$ cat config.mk
export PLATFORM = sky130hd
export DESIGN_NAME = stopwatch_mmss
export DESIGN_NICKNAME = d
export VERILOG_FILES = /design/src/rtl/stopwatch_mmss.sv
export SDC_FILE = /design/constraint.sdc
export NUM_CORES = 1
export LEC_CHECK = 0
export CORE_AREA = 2 2 79 81
export DETAILED_ROUTE_END_ITERATION = 6
export DIE_AREA = 0 0 81 83
export PLACE_DENSITY = 0.72
export SYNTH_ARGS = -nofsm -noshare
export SYNTH_HDL_FRONTEND = slang
export SYNTH_SLANG_ARGS = --single-unit
$ cat constraint.sdc
create_clock -name speed_clock -period 3.55 [get_ports speed_clock]
set_input_delay 0.71 -clock speed_clock [delete_from_list [all_inputs] [get_ports speed_clock]]
set_output_delay 0.71 -clock speed_clock [all_outputs]
set_load 0.1 [all_outputs]
$ cat src/rtl/stopwatch_mmss.sv
`default_nettype none
// ============================================================================
//  Module      : stopwatch_mmss
//  Description : MM:SS stopwatch driven by the 1 Hz divider output. Samples
//                the divided clock and the pushbuttons as data, edge-detects
//                them into one-cycle events and counts in BCD 00:00..59:59
//                with IDLE/RUN/PAUSE control and active-low 7-seg outputs.
//  Revision    : 1.0 - initial release
// ============================================================================
module stopwatch_mmss (
    input  logic       speed_clock,
    input  logic       reset,
    input  logic       low_clock,
    input  logic       key_start,
    input  logic       key_clear,
    output logic [6:0] hex0,
    output logic [6:0] hex1,
    output logic [6:0] hex2,
    output logic [6:0] hex3,
    output logic       running,
    output logic       wrap
);

    localparam logic [1:0] ST_IDLE  = 2'd0;
    localparam logic [1:0] ST_RUN   = 2'd1;
    localparam logic [1:0] ST_PAUSE = 2'd2;

    // r_valid marks when the second synchroniser stage holds real sampled
    // data rather than its reset preload. Each input is "armed" only once
    // its idle level has been really observed, so an input already in its
    // active level across reset release never produces an event.
    logic [1:0] r_valid;
    logic [1:0] r_lc_sync, r_ks_sync, r_kc_sync;
    logic       r_lc_prev, r_ks_prev, r_kc_prev;
    logic       r_lc_armed, r_ks_armed, r_kc_armed;
    logic       r_tick, r_start_p, r_clear_p;

    logic [1:0] r_state;
    logic [3:0] r_su;
    logic [2:0] r_st;
    logic [3:0] r_mu;
    logic [2:0] r_mt;
    logic       r_wrap;

    // Synchronise inputs, keep previous value and register one-cycle events
    always_ff @(posedge speed_clock) begin
        if (!reset) begin
            r_valid    <= 2'b00;
            r_lc_sync  <= 2'b00;
            r_lc_prev  <= 1'b0;
            r_ks_sync  <= 2'b11;
            r_ks_prev  <= 1'b1;
            r_kc_sync  <= 2'b11;
            r_kc_prev  <= 1'b1;
            r_lc_armed <= 1'b0;
            r_ks_armed <= 1'b0;
            r_kc_armed <= 1'b0;
            r_tick     <= 1'b0;
            r_start_p  <= 1'b0;
            r_clear_p  <= 1'b0;
        end else begin
            r_valid    <= {r_valid[0], 1'b1};
            r_lc_sync  <= {r_lc_sync[0], low_clock};
            r_ks_sync  <= {r_ks_sync[0], key_start};
            r_kc_sync  <= {r_kc_sync[0], key_clear};
            r_lc_prev  <= r_lc_sync[1];
            r_ks_prev  <= r_ks_sync[1];
            r_kc_prev  <= r_kc_sync[1];
            r_lc_armed <= r_lc_armed | (r_valid[1] & ~r_lc_sync[1]);
            r_ks_armed <= r_ks_armed | (r_valid[1] &  r_ks_sync[1]);
            r_kc_armed <= r_kc_armed | (r_valid[1] &  r_kc_sync[1]);
            r_tick     <= r_lc_armed & ~r_lc_prev &  r_lc_sync[1];
            r_start_p  <= r_ks_armed &  r_ks_prev & ~r_ks_sync[1];
            r_clear_p  <= r_kc_armed &  r_kc_prev & ~r_kc_sync[1];
        end
    end

    // Control FSM and BCD counter; tick uses the pre-transition state, clear wins
    always_ff @(posedge speed_clock) begin
        if (!reset) begin
            r_state <= ST_IDLE;
            r_su    <= 4'd0;
            r_st    <= 3'd0;
            r_mu    <= 4'd0;
            r_mt    <= 3'd0;
            r_wrap  <= 1'b0;
        end else begin
            r_wrap <= 1'b0;
            if (r_clear_p) begin
                r_state <= ST_IDLE;
                r_su    <= 4'd0;
                r_st    <= 3'd0;
                r_mu    <= 4'd0;
                r_mt    <= 3'd0;
            end else begin
                if (r_state == ST_RUN && r_tick) begin
                    if (r_su == 4'd9) begin
                        r_su <= 4'd0;
                        if (r_st == 3'd5) begin
                            r_st <= 3'd0;
                            if (r_mu == 4'd9) begin
                                r_mu <= 4'd0;
                                if (r_mt == 3'd5) begin
                                    r_mt   <= 3'd0;
                                    r_wrap <= 1'b1;
                                end else begin
                                    r_mt <= r_mt + 3'd1;
                                end
                            end else begin
                                r_mu <= r_mu + 4'd1;
                            end
                        end else begin
                            r_st <= r_st + 3'd1;
                        end
                    end else begin
                        r_su <= r_su + 4'd1;
                    end
                end
                if (r_start_p) begin
                    case (r_state)
                        ST_IDLE:  r_state <= ST_RUN;
                        ST_RUN:   r_state <= ST_PAUSE;
                        ST_PAUSE: r_state <= ST_RUN;
                        default:  r_state <= ST_IDLE;
                    endcase
                end
            end
        end
    end

    // Active-low segment decode, bit6=g .. bit0=a; blank for non-BCD codes
    function automatic logic [6:0] seg7(input logic [3:0] d);
        case (d)
            4'd0:    seg7 = 7'b1000000;
            4'd1:    seg7 = 7'b1111001;
            4'd2:    seg7 = 7'b0100100;
            4'd3:    seg7 = 7'b0110000;
            4'd4:    seg7 = 7'b0011001;
            4'd5:    seg7 = 7'b0010010;
            4'd6:    seg7 = 7'b0000010;
            4'd7:    seg7 = 7'b1111000;
            4'd8:    seg7 = 7'b0000000;
            4'd9:    seg7 = 7'b0010000;
            default: seg7 = 7'b1111111;
        endcase
    endfunction

    // Displays and status decoded from registered state
    always_comb begin
        hex0    = seg7(r_su);
        hex1    = seg7({1'b0, r_st});
        hex2    = seg7(r_mu);
        hex3    = seg7({1'b0, r_mt});
        running = (r_state == ST_RUN);
        wrap    = r_wrap;
    end

endmodule
`default_nettype wire

# Word-level counts from Yosys, hierarchy flattened
# Memories as Yosys holds them, arrays and structs flattened. A register that Yosys moved wholly into a read port is not among the register bits.
# Cells that the tools add are included.
dict set report totals {
  word_cells 78
  latch_bits 0
  inputBits 5
  n_memories 4
  out_inout_bits 30
  romBits 336
  register_bits 34
  mem_bits_rw 0
}
dict set report classes {
  magnitude_cmp 0
  multipliers 0
  muxes 15
  n_reduce_logical 8
  add_sub_neg 4
  div 0
  bitwise_logic 21
  eq_ne 6
  shifts 0
}
# name words width read_ports rd_ports_with_merged_regs write_ports line_no
set mem_list {}
lappend mem_list {{(no name shown)} 16 7 1 1 0 133} ;# case (d)
lappend mem_list {{(no name shown)} 16 7 1 1 0 133}
lappend mem_list {{(no name shown)} 8 7 1 1 0 133}
lappend mem_list {{(no name shown)} 8 7 1 1 0 133}
# operator n
set ops {}
lappend ops {{two-way mux 4 bit} 6}
lappend ops {{two-way mux 3 bit} 6}
lappend ops {{bitwise AND 1 bit} 9}
lappend ops {{inverter 1 bit} 9}
lappend ops {{adder 4 x 1 -> 4 bit, second input constant} 2}
lappend ops {{== test 4 bit, second input constant} 2}
lappend ops {{adder 3 x 1 -> 3 bit, second input constant} 2}
lappend ops {{== test 3 bit, second input constant} 2}
lappend ops {{OR reduction 6 bit} 1}
lappend ops {{case mux 2 bit (2 select lines)} 1}
lappend ops {{AND reduction 4 bit} 1}
lappend ops {{OR reduction 2 bit} 2}
lappend ops {{bitwise OR 1 bit} 3}
lappend ops {{AND reduction 3 bit} 1}
lappend ops {{== test 2 x 1 -> 1 bit, second input constant} 1}
lappend ops {{== test 2 bit, second input constant} 1}
lappend ops {{logical NOT 2 bit} 1}
lappend ops {{two-way mux 1 bit} 2}
lappend ops {{AND reduction 2 bit} 1}
lappend ops {{logical AND 1 bit} 1}

# Logic depth before layout (Yosys ltp)
dict set report depth {
  depth_word 5
  depth_mapped 12
  depth_no_buf 11
}

# Worst setup path after synthesis
# OpenSTA, ideal clock, no wires.
dict set report synth_path {
  path_kind {reg2reg}
  startpoint {register r_su[0]}
  endpoint {register hex3[3] (netlist name)}
  required_time_ns 3.423
  arrival_time_ns 2.617
  setup_time_ns 0.127
  synth_period_minus_slack_ns 2.744
  path_slack_ns 0.806
  path_stages_with_launch 12
  n_path_buf 1
  cell_sequence {dfxtp_1 -> ha_1 -> nand4b_4 -> nor4_4 -> and2_1 -> buf_4 -> mux2i_1 -> nand2b_1 -> ha_1 -> nand3b_1 -> o211ai_2 -> or3_1}
}
dict set report synth_between {
  elab_chain_len 4
}
# item line_no
set synth_rtl {}
lappend synth_rtl {{from (decl)} 39} ;# logic [3:0] r_su;
lappend synth_rtl {{from (signal assigned)} 116} ;# r_su <= r_su + 4'd1;
lappend synth_rtl {{== test 4 bit} 97} ;# if (r_su == 4'd9) begin
lappend synth_rtl {{AND reduction 4 bit (no source line)} n/a}
lappend synth_rtl {{two-way mux 3 bit (no source line) (2 in a row)} n/a}
# Every way passes these cells.
# A chain may end at the register's enable or synchronous reset.

# Worst setup path after layout
dict set report layout_path {
  startpoint {register r_su[0]}
  endpoint {register hex3[3] (netlist name)}
}
dict set report layout_between {
  elab_chain_len 4
}
# item line_no
set layout_rtl {}
lappend layout_rtl {{== test 4 bit} 97}
lappend layout_rtl {{AND reduction 4 bit (no source line)} n/a}
lappend layout_rtl {{two-way mux 3 bit (no source line) (2 in a row)} n/a}
# Every way passes these cells.

==> metrics.yaml <==
place:
  place_area_sq_um: 3290
  numPortBuffers: 34
  globalplace.congestion: 0.815
  hpwl_microns: 3480
  place_ws_ns: 0.658
sta:
  finalSetupTns_ns: 0
  min_period_over_period: 0.810
  drv_slew: 0
  hold_viol_final: 0
  maxSlewHeadroom: 0.345
  max_freq_mhz: 348
  worstMarginPinSlew_ns: 0.980
  fin_crit_ns: 2.88
  setup_viol_count_final: 0
  skew_ns: 0.00547
  timing.final.ws_setup_ns: 0.675
  rsz0062_at_grt: "false"
logic_synthesis:
  ys.flop_type: "dfxtp_1"
  yosysSeqAreaShare: 0.433
  syn_avg_cell_area_sq_um: 9.59
  ys_ff_latch: 62
  synth.most_common_cell: "dfxtp_1"
  ys_top_cells_by_count: "dfxtp_1 (62), ha_1 (24)"
  yosysWarnings: 0
  synth.area.top_cells: "dfxtp_1 (43%), ha_1 (10%), nand2b_1 (3.3%), mux2i_1 (3.1%), a21oi_1 (2.8%)"
  netlist_instances: 299
  netlist_area_sq_um: 2870
  syn_nets: 328
  ys_async_sr_fraction: 0
  synth_edf_count: 0
  ys_types: 54
  yosysTopAreaCell: "dfxtp_1"
  synth_top_cell_area_share: 0.433
die:
  dieArea_sq_um: 6720
  core-area_sq_um: 5820
  die_w_microns: 81
  rows: 28
  initial_core_util: 0.493
  ios: 35
  die_h_microns: 83
cells_and_area:
  antenna_cells: 0
  drive_above_1_share: 0.0824
  utilization: 0.597
  syn2layout_area_growth_pct: 21.1
  final_nets: 365
  stdcell_area_sq_um: 3470
worst_setup_path:
  crit_slowest_cell: "dfxtp_1"
  slowest_delay_ns: 0.39
  cp_top_family: "simple AND/OR/NAND/NOR gates"
  cp_common_cell: "ha_1"
  end_kind: "register"
  path_cells: "ha_1 -> nand4b_4 -> nor4_4 -> buf_4 -> and2_1 -> mux2i_1 -> nand2b_1 -> ha_1 -> nand3b_1 -> o211ai_2 -> or3_1"
  cp.buffers_inverters: 1
  cp.arrival_ns: 3.09
  cp-start-kind: "register"
  worstPathRequired_ns: 3.77
  crit_fanout: 10
  worstSetupPathType: "register to register"
route:
  viasPerCell: 5.16
  top_layer: "met4"
  wl_met2_microns: 2330
  drt_iter0_markers: 130
  wire_per_inst_microns: 11.7
  first_pass_iters: 4
  wl_met3_microns: 169
  wirelength_microns: 4840
  drc: 0
  ant_nets: 0
  m1WireLength_microns: 2290
  vias: 2143
clock_network:
  cts_buffer_depth: 2
  cts_hold_buffers: 0
  cts_buffers: 9
  clk_pin_slew_ns: 0.06
  cts_num_sinks: 62
  cts_tree: "done"
  postCtsSetupRepairBufs: 0
  post_cts_resized: 0
  cts_root_buf: "clkbuf_8"
  cts_max_level: 3
  insertion_delay_ns: 0.33
pwr:
  p_per_area_nw_per_um2: 379
  finalPower_mw: 1.32
  peakVddDrop_uv: 307
  p_leak_nw: 1.49
grt:
  overflow: 0
  grt_pass1_wl_microns: 8380
  grt_pass1_vias: 1928
  antenna_found_initial: 0
  grt_max_degree: 18
  grt_usage: 0.159
min_path:
  worst_hold_path_type: "register to register"
flow_run:
  cap_violations: 0
status:
  status: "finished clean"
[metrics by stage]
step / cells / hold slack, ns
after detailed placement: 400 / 0.398
after global routing: 415 / 0.420
after global placement: 400 / 0.387
final: 415 / 0.407
after floorplan: 299 / 0.386
after CTS: 415 / 0.413
[power breakdown]
group          total [mW]  internal, mW  leakage (nW)  switching (mW)
Clock               0.582         0.341        0.0908           0.241
Sequential          0.707         0.704         0.502         0.00318
Combinational      0.0278        0.0129         0.898          0.0148
Total                1.32          1.06          1.49           0.259
[cells in the final DEF (no fill, tap or decap), drive strengths merged, types with 2 or more instances in the layout]
cell,n
o31ai,4
a21o,5
o211ai,3
nor2b,9
nand4b,3
nand4,2
nand2b,15
clkbuf,14
xnor2,6
nand3,4
o21ai,8
and3b,2
o22ai,3
nor3b,4
ha,24
a21oi,17
nand3b,4
nor2,16
inv,16
clkdlybuf4s50,33
nor4,3
a21boi,2
mux2i,9
a211oi,4
a31oi,2
nor3,11
or3,3
dfxtp,62
and2,11
nand2,16
and3,2
buf,8
[worst register-to-register path: stages (launching register included)]
cell	delay, ns
dfxtp_1	0.39
ha_1	0.25
nand4b_4	0.17
nor4_4	0.26
buf_4	0.19
and2_1	0.26
mux2i_1	0.15
nand2b_1	0.21
ha_1	0.33
nand3b_1	0.12
o211ai_2	0.07
or3_1	0.36
[per-layer routing]
metal,GRT usage,vias up
li1,-,1100
met1,0.202,1001
met2,0.246,37
met3,0.0359,5
met4,0.0878,0
met5,0,-
[worst paths after layout]
| check | start | to | slack (ns) | cells past startpoint |
|---|---|---|---|---|
| worst max-delay path | r_su[0] | hex3[3] | 0.67 | 11 |
| worst min-delay path | r_ks_sync[0] | r_ks_sync[1] | 0.41 | 1 |
| worst max register to register | r_su[0] | hex3[3] | 0.67 | 11 |
| worst min register to register | r_ks_sync[0] | r_ks_sync[1] | 0.41 | 1 |
[flip-flops by register name, summed over array words and instances, names as in the netlist, 2 cells and up]
register,flops
r_ks_sync,2
hex2,7
hex1,7
r_lc_sync,2
r_kc_sync,2
r_state,2
r_valid,2
r_mu,4
r_su,4
hex0,7
r_mt,3
hex3,7
r_st,3
[area by class of cell]
cell class	count	area, sq um
well taps	75	93.8
flip-flops and latches	62	1240
clock inverters	1	30.0
repair buffers	41	390
multi-input cells	206	1500
inverters	16	60.1
fillers	531	2340
clock buffers	14	153
[cell families (layout without fill, tap and decap cells)]
kind of cell	count (synthesis)	in the layout	synth area share
mux	10	10	0.0353
flops	62	62	0.433
compound gates	57	57	0.135
simple gates	108	108	0.228
xor+xnor	7	7	0.0214
buf+inv	31	72	0.0428
fa+ha+maj	24	24	0.105
Power figures use the tool's default switching activity.
